File: src/rtl/uart_byte_rx.sv
// rtl/uart_byte_rx.sv - UART receiver: synchronised rx line to an 8-bit valid/ready byte stream with error pulses.
// Optional even-parity checking is enabled by defining UART_BYTE_RX_PARITY_EN.
module uart_byte_rx #(
  parameter int CLKS_PER_BIT = 868,
  parameter int SYNC_STAGES  = 2
) (
  input  logic       clk,
  input  logic       reset,
  input  logic       rx,
  output logic [7:0] m_data,
  output logic       m_valid,
  input  logic       m_ready,
  output logic       busy,
  output logic       framing_error,
`ifdef UART_BYTE_RX_PARITY_EN
  output logic       parity_error,
`endif
  output logic       overrun
);

  localparam int HALF  = CLKS_PER_BIT / 2;
  localparam int CNT_W = $clog2(CLKS_PER_BIT);
  localparam logic [CNT_W-1:0] CNT_HALF = CNT_W'(HALF - 1);
  localparam logic [CNT_W-1:0] CNT_LAST = CNT_W'(CLKS_PER_BIT - 1);

  typedef enum logic [2:0] {
    S_IDLE,
    S_START,
    S_DATA,
    S_PARITY,
    S_STOP,
    S_BREAK
  } state_t;

  logic [SYNC_STAGES-1:0] sync_q;
  logic                   rx_s;

  state_t            state_q, state_d;
  logic [CNT_W-1:0]  cnt_q, cnt_d;
  logic [2:0]        bit_q, bit_d;
  logic [7:0]        shift_q, shift_d;
  logic [7:0]        data_q, data_d;
  logic              valid_q, valid_d;
  logic              busy_q, busy_d;
  logic              fe_q, fe_d;
  logic              ov_q, ov_d;
  logic              deliver;
`ifdef UART_BYTE_RX_PARITY_EN
  logic              par_bad_q, par_bad_d;
  logic              pe_q, pe_d;
`endif

  always_ff @(posedge clk or posedge reset) begin
    if (reset) begin
      sync_q <= '1;
    end else begin
      sync_q <= {sync_q[SYNC_STAGES-2:0], rx};
    end
  end

  assign rx_s = sync_q[SYNC_STAGES-1];

  always_ff @(posedge clk or posedge reset) begin
    if (reset) begin
      state_q   <= S_IDLE;
      cnt_q     <= '0;
      bit_q     <= '0;
      shift_q   <= '0;
      data_q    <= '0;
      valid_q   <= 1'b0;
      busy_q    <= 1'b0;
      fe_q      <= 1'b0;
      ov_q      <= 1'b0;
`ifdef UART_BYTE_RX_PARITY_EN
      par_bad_q <= 1'b0;
      pe_q      <= 1'b0;
`endif
    end else begin
      state_q   <= state_d;
      cnt_q     <= cnt_d;
      bit_q     <= bit_d;
      shift_q   <= shift_d;
      data_q    <= data_d;
      valid_q   <= valid_d;
      busy_q    <= busy_d;
      fe_q      <= fe_d;
      ov_q      <= ov_d;
`ifdef UART_BYTE_RX_PARITY_EN
      par_bad_q <= par_bad_d;
      pe_q      <= pe_d;
`endif
    end
  end

  always_comb begin
    state_d   = state_q;
    cnt_d     = cnt_q;
    bit_d     = bit_q;
    shift_d   = shift_q;
    data_d    = data_q;
    valid_d   = valid_q;
    fe_d      = 1'b0;
    ov_d      = 1'b0;
    deliver   = 1'b0;
`ifdef UART_BYTE_RX_PARITY_EN
    par_bad_d = par_bad_q;
    pe_d      = 1'b0;
`endif

    if (valid_q && m_ready) begin
      valid_d = 1'b0;
    end

    case (state_q)
      S_IDLE: begin
        bit_d = '0;
        if (!rx_s) begin
          state_d = S_START;
          cnt_d   = '0;
        end
      end
      S_START: begin
        if (cnt_q == CNT_HALF) begin
          cnt_d   = '0;
          state_d = rx_s ? S_IDLE : S_DATA;
        end else begin
          cnt_d = cnt_q + 1'b1;
        end
      end
      S_DATA: begin
        if (cnt_q == CNT_LAST) begin
          cnt_d   = '0;
          shift_d = {rx_s, shift_q[7:1]};
          bit_d   = bit_q + 3'd1;
          if (bit_q == 3'd7) begin
`ifdef UART_BYTE_RX_PARITY_EN
            state_d = S_PARITY;
`else
            state_d = S_STOP;
`endif
          end
        end else begin
          cnt_d = cnt_q + 1'b1;
        end
      end
`ifdef UART_BYTE_RX_PARITY_EN
      S_PARITY: begin
        if (cnt_q == CNT_LAST) begin
          cnt_d     = '0;
          par_bad_d = ^{shift_q, rx_s};
          state_d   = S_STOP;
        end else begin
          cnt_d = cnt_q + 1'b1;
        end
      end
`endif
      S_STOP: begin
        // Leaving at mid-stop-bit lets a back-to-back start edge be caught.
        if (cnt_q == CNT_LAST) begin
          cnt_d = '0;
          if (rx_s) begin
            state_d = S_IDLE;
`ifdef UART_BYTE_RX_PARITY_EN
            deliver = !par_bad_q;
            pe_d    = par_bad_q;
`else
            deliver = 1'b1;
`endif
          end else begin
            fe_d    = 1'b1;
            state_d = S_BREAK;
          end
        end else begin
          cnt_d = cnt_q + 1'b1;
        end
      end
      S_BREAK: begin
        if (rx_s) begin
          state_d = S_IDLE;
        end
      end
      default: begin
        state_d = S_IDLE;
      end
    endcase

    if (deliver) begin
      if (!valid_q || m_ready) begin
        data_d  = shift_q;
        valid_d = 1'b1;
      end else begin
        ov_d = 1'b1;
      end
    end

    busy_d = (state_d != S_IDLE);
  end

  assign m_data        = data_q;
  assign m_valid       = valid_q;
  assign busy          = busy_q;
  assign framing_error = fe_q;
  assign overrun       = ov_q;
`ifdef UART_BYTE_RX_PARITY_EN
  assign parity_error  = pe_q;
`endif

endmodule
File: config.mk
export PLATFORM = sky130hd
export DESIGN_NAME = uart_byte_rx
export DESIGN_NICKNAME = d
export VERILOG_FILES = /design/src/rtl/uart_byte_rx.sv
export SDC_FILE = /design/constraint.sdc
export NUM_CORES = 1
export LEC_CHECK = 0
export CORE_MARGIN = 2
export CORE_UTILIZATION = 40
export CTS_CLUSTER_SIZE = 25
export DETAILED_ROUTE_END_ITERATION = 16
export PLACE_DENSITY = 0.62
export SYNTH_ARGS = -nofsm -noshare
export SYNTH_HDL_FRONTEND = slang
export SYNTH_SLANG_ARGS = --single-unit
File: constraint.sdc
create_clock -name clk -period 1.95 [get_ports clk]
set_clock_uncertainty 0.05 [all_clocks]
set_input_delay 0.2925 -clock clk [delete_from_list [all_inputs] [get_ports clk]]
set_output_delay 0.2925 -clock clk [all_outputs]
set_load 0.05 [all_outputs]
==> out/metrics.sh <==
OUTCOME='finished clean'
FIN_CELLS=272
HOLD_VIOL_FINAL=0
DRTITER0DRC=73
NETLIST_INSTANCES=169
MAIN_SYNTH_FF_TYPE='dfrtp_1'
CRITPATHKIND='reg2reg'
POST-ROUTE-CELL-AREA_UM2=2490
NUM-NETS-FINAL=212
CLOCK_SINKS=38
FINALCRITICALPERIOD_NS=1.89
POWER_LEAKAGE_nW=1.08
CTS_INSERTED_BUFFERS=5
SYNTH_LARGEST_TYPE_AREA_FRACTION_PCT=46.0
CTS-ROOT-TO-SINK-BUFFERS=2
GP_ROUTABILITY_CONGESTION=0.814
PLACED_CELLS_INCL_TAPS=263
DRIVE_ABOVE_1_SHARE_PCT=27.8
NETLIST_AREA_UM2=1960
SETUP_TNS_NS=0
CRIT_BUF_INV=1
WORST_SKEW_PAIR.LATE_LATENCY_NS=0.29
SYNTH_AREA_PER_CELL_UM2=11.6
HOLD_CLASS='reg2reg'
HOLD_WS_NS=0.310
N_DIODES=0
SYNTH_CELL_TYPES=53
MAX_CAP_VIOL_COUNT=0
FILL_CELLS=417
CLK_PIN_SLEW_WORST_PATHS_NS=0.08
POWER.SHARE.SEQUENTIAL_PCT=48.8
FINAL-SETUP-VIOL-COUNT=0
DIEAREA_UM2=5470
SYNTH-EDFF-COUNT=0
SYNTH_MOST_COMMON_CELL='dfrtp_1'
SYNTH_TOP_AREA_CELL='dfrtp_1'
STARTPOINT_TYPE='flip-flop'
SWITCHING_SHARE_PCT=19.3
YS_FF_LATCH=38
POST_ROUTE_CLOCK_PERIOD_UTILIZATION_PCT=97.0
GRT_ANTENNA_BEFORE_REPAIR=0
GRT_OVERFLOW_TOTAL=0
CTS_HOLD_BUFFERS=0
HEIGHT_OF_THE_CHIP_UM=74.0
CRITPATHMAXSTAGEDELAY_NS=0.39
VIAS=1464
GRT_SETUP_UNREPAIRED='true'
GROUTE.USAGE.OVERALL_PCT=17.3
NETLIST_TOP_CELLS_COUNT='dfrtp_1, mux2_2, nand2_1, inv_1, o21ai_0'
CRITICAL_PATH_ARRIVAL_NS=2.02
FINAL-MAX-SLEW-VIOLATION-COUNT=0
ROUTED_WIRE_LENGTH_PER_INSTANCE_UM=15.7
SYNTH_WARNINGS=0
WORSTSETUPENDPOINTTYPE='flip-flop'
CTS.ROOT.BUFFER_CELL='clkbuf_8'
COMB_POWER_SHARE_PCT=1.4
CPLARGESTDELAYFAMILY='simple AND/OR/NAND/NOR gates'
POSTPLACECELLAREA_UM2=2300
CRITICAL_PATH_PEAK_FANOUT=8
FIRST_PASS_ITERATION_COUNT_OF_THE_DETAILED_ROUTER=4
GRT_START_MAX_NET_PINS=39
ANT_NETS=0
SYNTH_FP_NETS=177
CP_DATA_REQUIRED_TIME_NS=2.08
VIASPERCELL=5.38
IO-PIN-COUNT=16
SYNTH.YOSYS.SEQ_AREA_SHARE_PCT=48.7
NET-SWITCHING-POWER_uW=314
TRITONCTS='yes'
POWER-PER-CELL-AREA_nW_PER_UM2=654
WORST_PATH_CELL_TRACE='ha_1 > and4bb_2 > nand3_2 > nor3b_4 > buf_12 > mux2_2'
SLEW_HEADROOM_PCT=66.3
PORTBUFFERS=15
PEAK_FREQ_GHz=0.529
DP.FINAL_HPWL_UM=3060
GRT_PASS1_VIAS=1558
DIEWIDTH_UM=74.0
CLKPWRFRAC_PCT=49.8
VDD_DROP_MAX_uV=336
DESIGN.CORE.AREA_UM2=4720
CLOCK_TREE.HTREE_LEVEL_COUNT=2
WORST_PIN_SLEW_NS=0.504
START_UTIL_PCT=41.5
GRT_FIRST_PASS_WIRELENGTH_UM=7250
INTPOWER_mW=1.31
FLOORPLAN.ROWS=25
CP_SLOWEST_CELL='dfrtp_1'
YS_TOP_CELLS_BY_AREA='dfrtp_1, mux2_2, dfstp_2'
REMAINING_DRC_ERRORS=0
POSTROUTEWIRELENGTH_UM=4270
AREA_GROWTH_SYN_TO_FIN_PCT=27.0
POSTSYNTH.ASYNCRESETSHARE_PCT=100
cell type report:
type / instances / area (um^2) / share of cell area, %
tap: 67 / 83.8 / 3.37
clock buffer: 5 / 68.8 / 2.77
sequential: 38 / 955 / 38.4
clock inverter: 3 / 68.8 / 2.77
inverter: 9 / 33.8 / 1.36
multi-input combinational: 118 / 986 / 39.7
timing repair buffer: 32 / 290 / 11.7
routing by layer:
metal / share of wire (%) / routed length [um] / vias up / track usage (%)
met5: 0 / 0 / - / 0
met4: 0.80 / 34 / 0 / 5.05
met3: 2.2 / 95 / 5 / 4.88
met2: 53 / 2250 / 18 / 30.2
met1: 44 / 1890 / 735 / 21.0
li1: - / - / 706 / -
flip-flops by register name, indices dropped and copies added, names as in the netlist:
register,flops
cnt_q,10
m_data,8
shift_q,8
bit_q,3
state_q,3
sync_q,2
busy,1
framing_error,1
m_valid,1
overrun,1
worst paths after layout:
kind	end	slack (ns)	depth (start not counted)	startpoint
min in group asynchronous	cnt_q[8]$_DFFE_PP0P_	0.37	3	reset
hold reg to reg	sync_q[1]$_DFF_PP1_	0.31	0	sync_q[0]$_DFF_PP1_
hold / removal	sync_q[1]$_DFF_PP1_	0.31	0	sync_q[0]$_DFF_PP1_
max in group asynchronous	sync_q[1]$_DFF_PP1_	1.14	3	reset
setup reg to reg	m_data[6]$_DFFE_PP0P_	0.06	6	cnt_q[1]$_DFFE_PP0P_
setup / recovery	m_data[6]$_DFFE_PP0P_	0.06	6	cnt_q[1]$_DFFE_PP0P_
cell families after synthesis:
kind of cell | after synthesis | share of synthesized area [%]
AO/OA/AOI/OAI | 42 | 16.6
XOR/XNOR | 1 | 0.447
adder cells (fa/ha/maj) | 4 | 2.56
buffers and inverters | 13 | 3.00
flip-flops | 38 | 48.7
multiplexers | 19 | 11.1
AND/OR/NAND/NOR | 52 | 17.6
metrics by stage:
| step | utilization (%) | power (mW) | setup WS, ns |
|---|---|---|---|
| 3_5_place_dp | 48.7 | 0.834 | -0.0686 |
| 4_1_cts | 52.3 | 1.64 | 0.0306 |
| 5_1_grt | 52.6 | 1.68 | -0.0230 |
| 2_1_floorplan | - | 0.821 | 0.0443 |
| 6_report | 52.6 | 1.63 | 0.0592 |
| 3_3_place_gp | 48.7 | 0.833 | -0.00782 |
power groups by stage:
stage,combinational (mW),sequential [mW],clock [mW]
after floorplan,0.0125,0.808,0
after global placement,0.0237,0.809,0
final,0.0232,0.794,0.809
after global routing,0.0267,0.794,0.857
after detailed placement,0.0247,0.809,0
after CTS,0.0247,0.793,0.824
layout by cell type, fill, tap and decap left out, types with 2 or more instances in the layout:
| master | n |
|---|---|
| inv_1 | 9 |
| mux2_2 | 14 |
| a21oi_1 | 3 |
| nand2_1 | 13 |
| and2_1 | 2 |
| ha_1 | 4 |
| dfstp_2 | 2 |
| a22o_1 | 3 |
| nor4_1 | 2 |
| o221ai_1 | 3 |
| nor2_1 | 5 |
| nor2b_1 | 2 |
| mux2_4 | 2 |
| nor3b_4 | 2 |
| buf_4 | 16 |
| bufinv_16 | 2 |
| o31ai_1 | 3 |
| nor3_1 | 5 |
| o21ai_0 | 7 |
| nand4_1 | 2 |
| nand2b_1 | 3 |
| o22ai_1 | 2 |
| a31oi_4 | 2 |
| clkbuf_8 | 5 |
| clkdlybuf4s50_1 | 15 |
| o311ai_1 | 2 |
| dfrtp_1 | 35 |
| o211ai_1 | 5 |
| mux2i_1 | 3 |
| nand3_1 | 5 |
what timing repair did:
| action | CTS | global route |
|---|---|---|
| setup buffers | 0 | 1 |
| pin swaps | 0 | 1 |
| setup endpoints to repair | 8 | 17 |
| gates resized for setup | 4 | 2 |
Note: power is estimated with default switching activity, not from simulation.
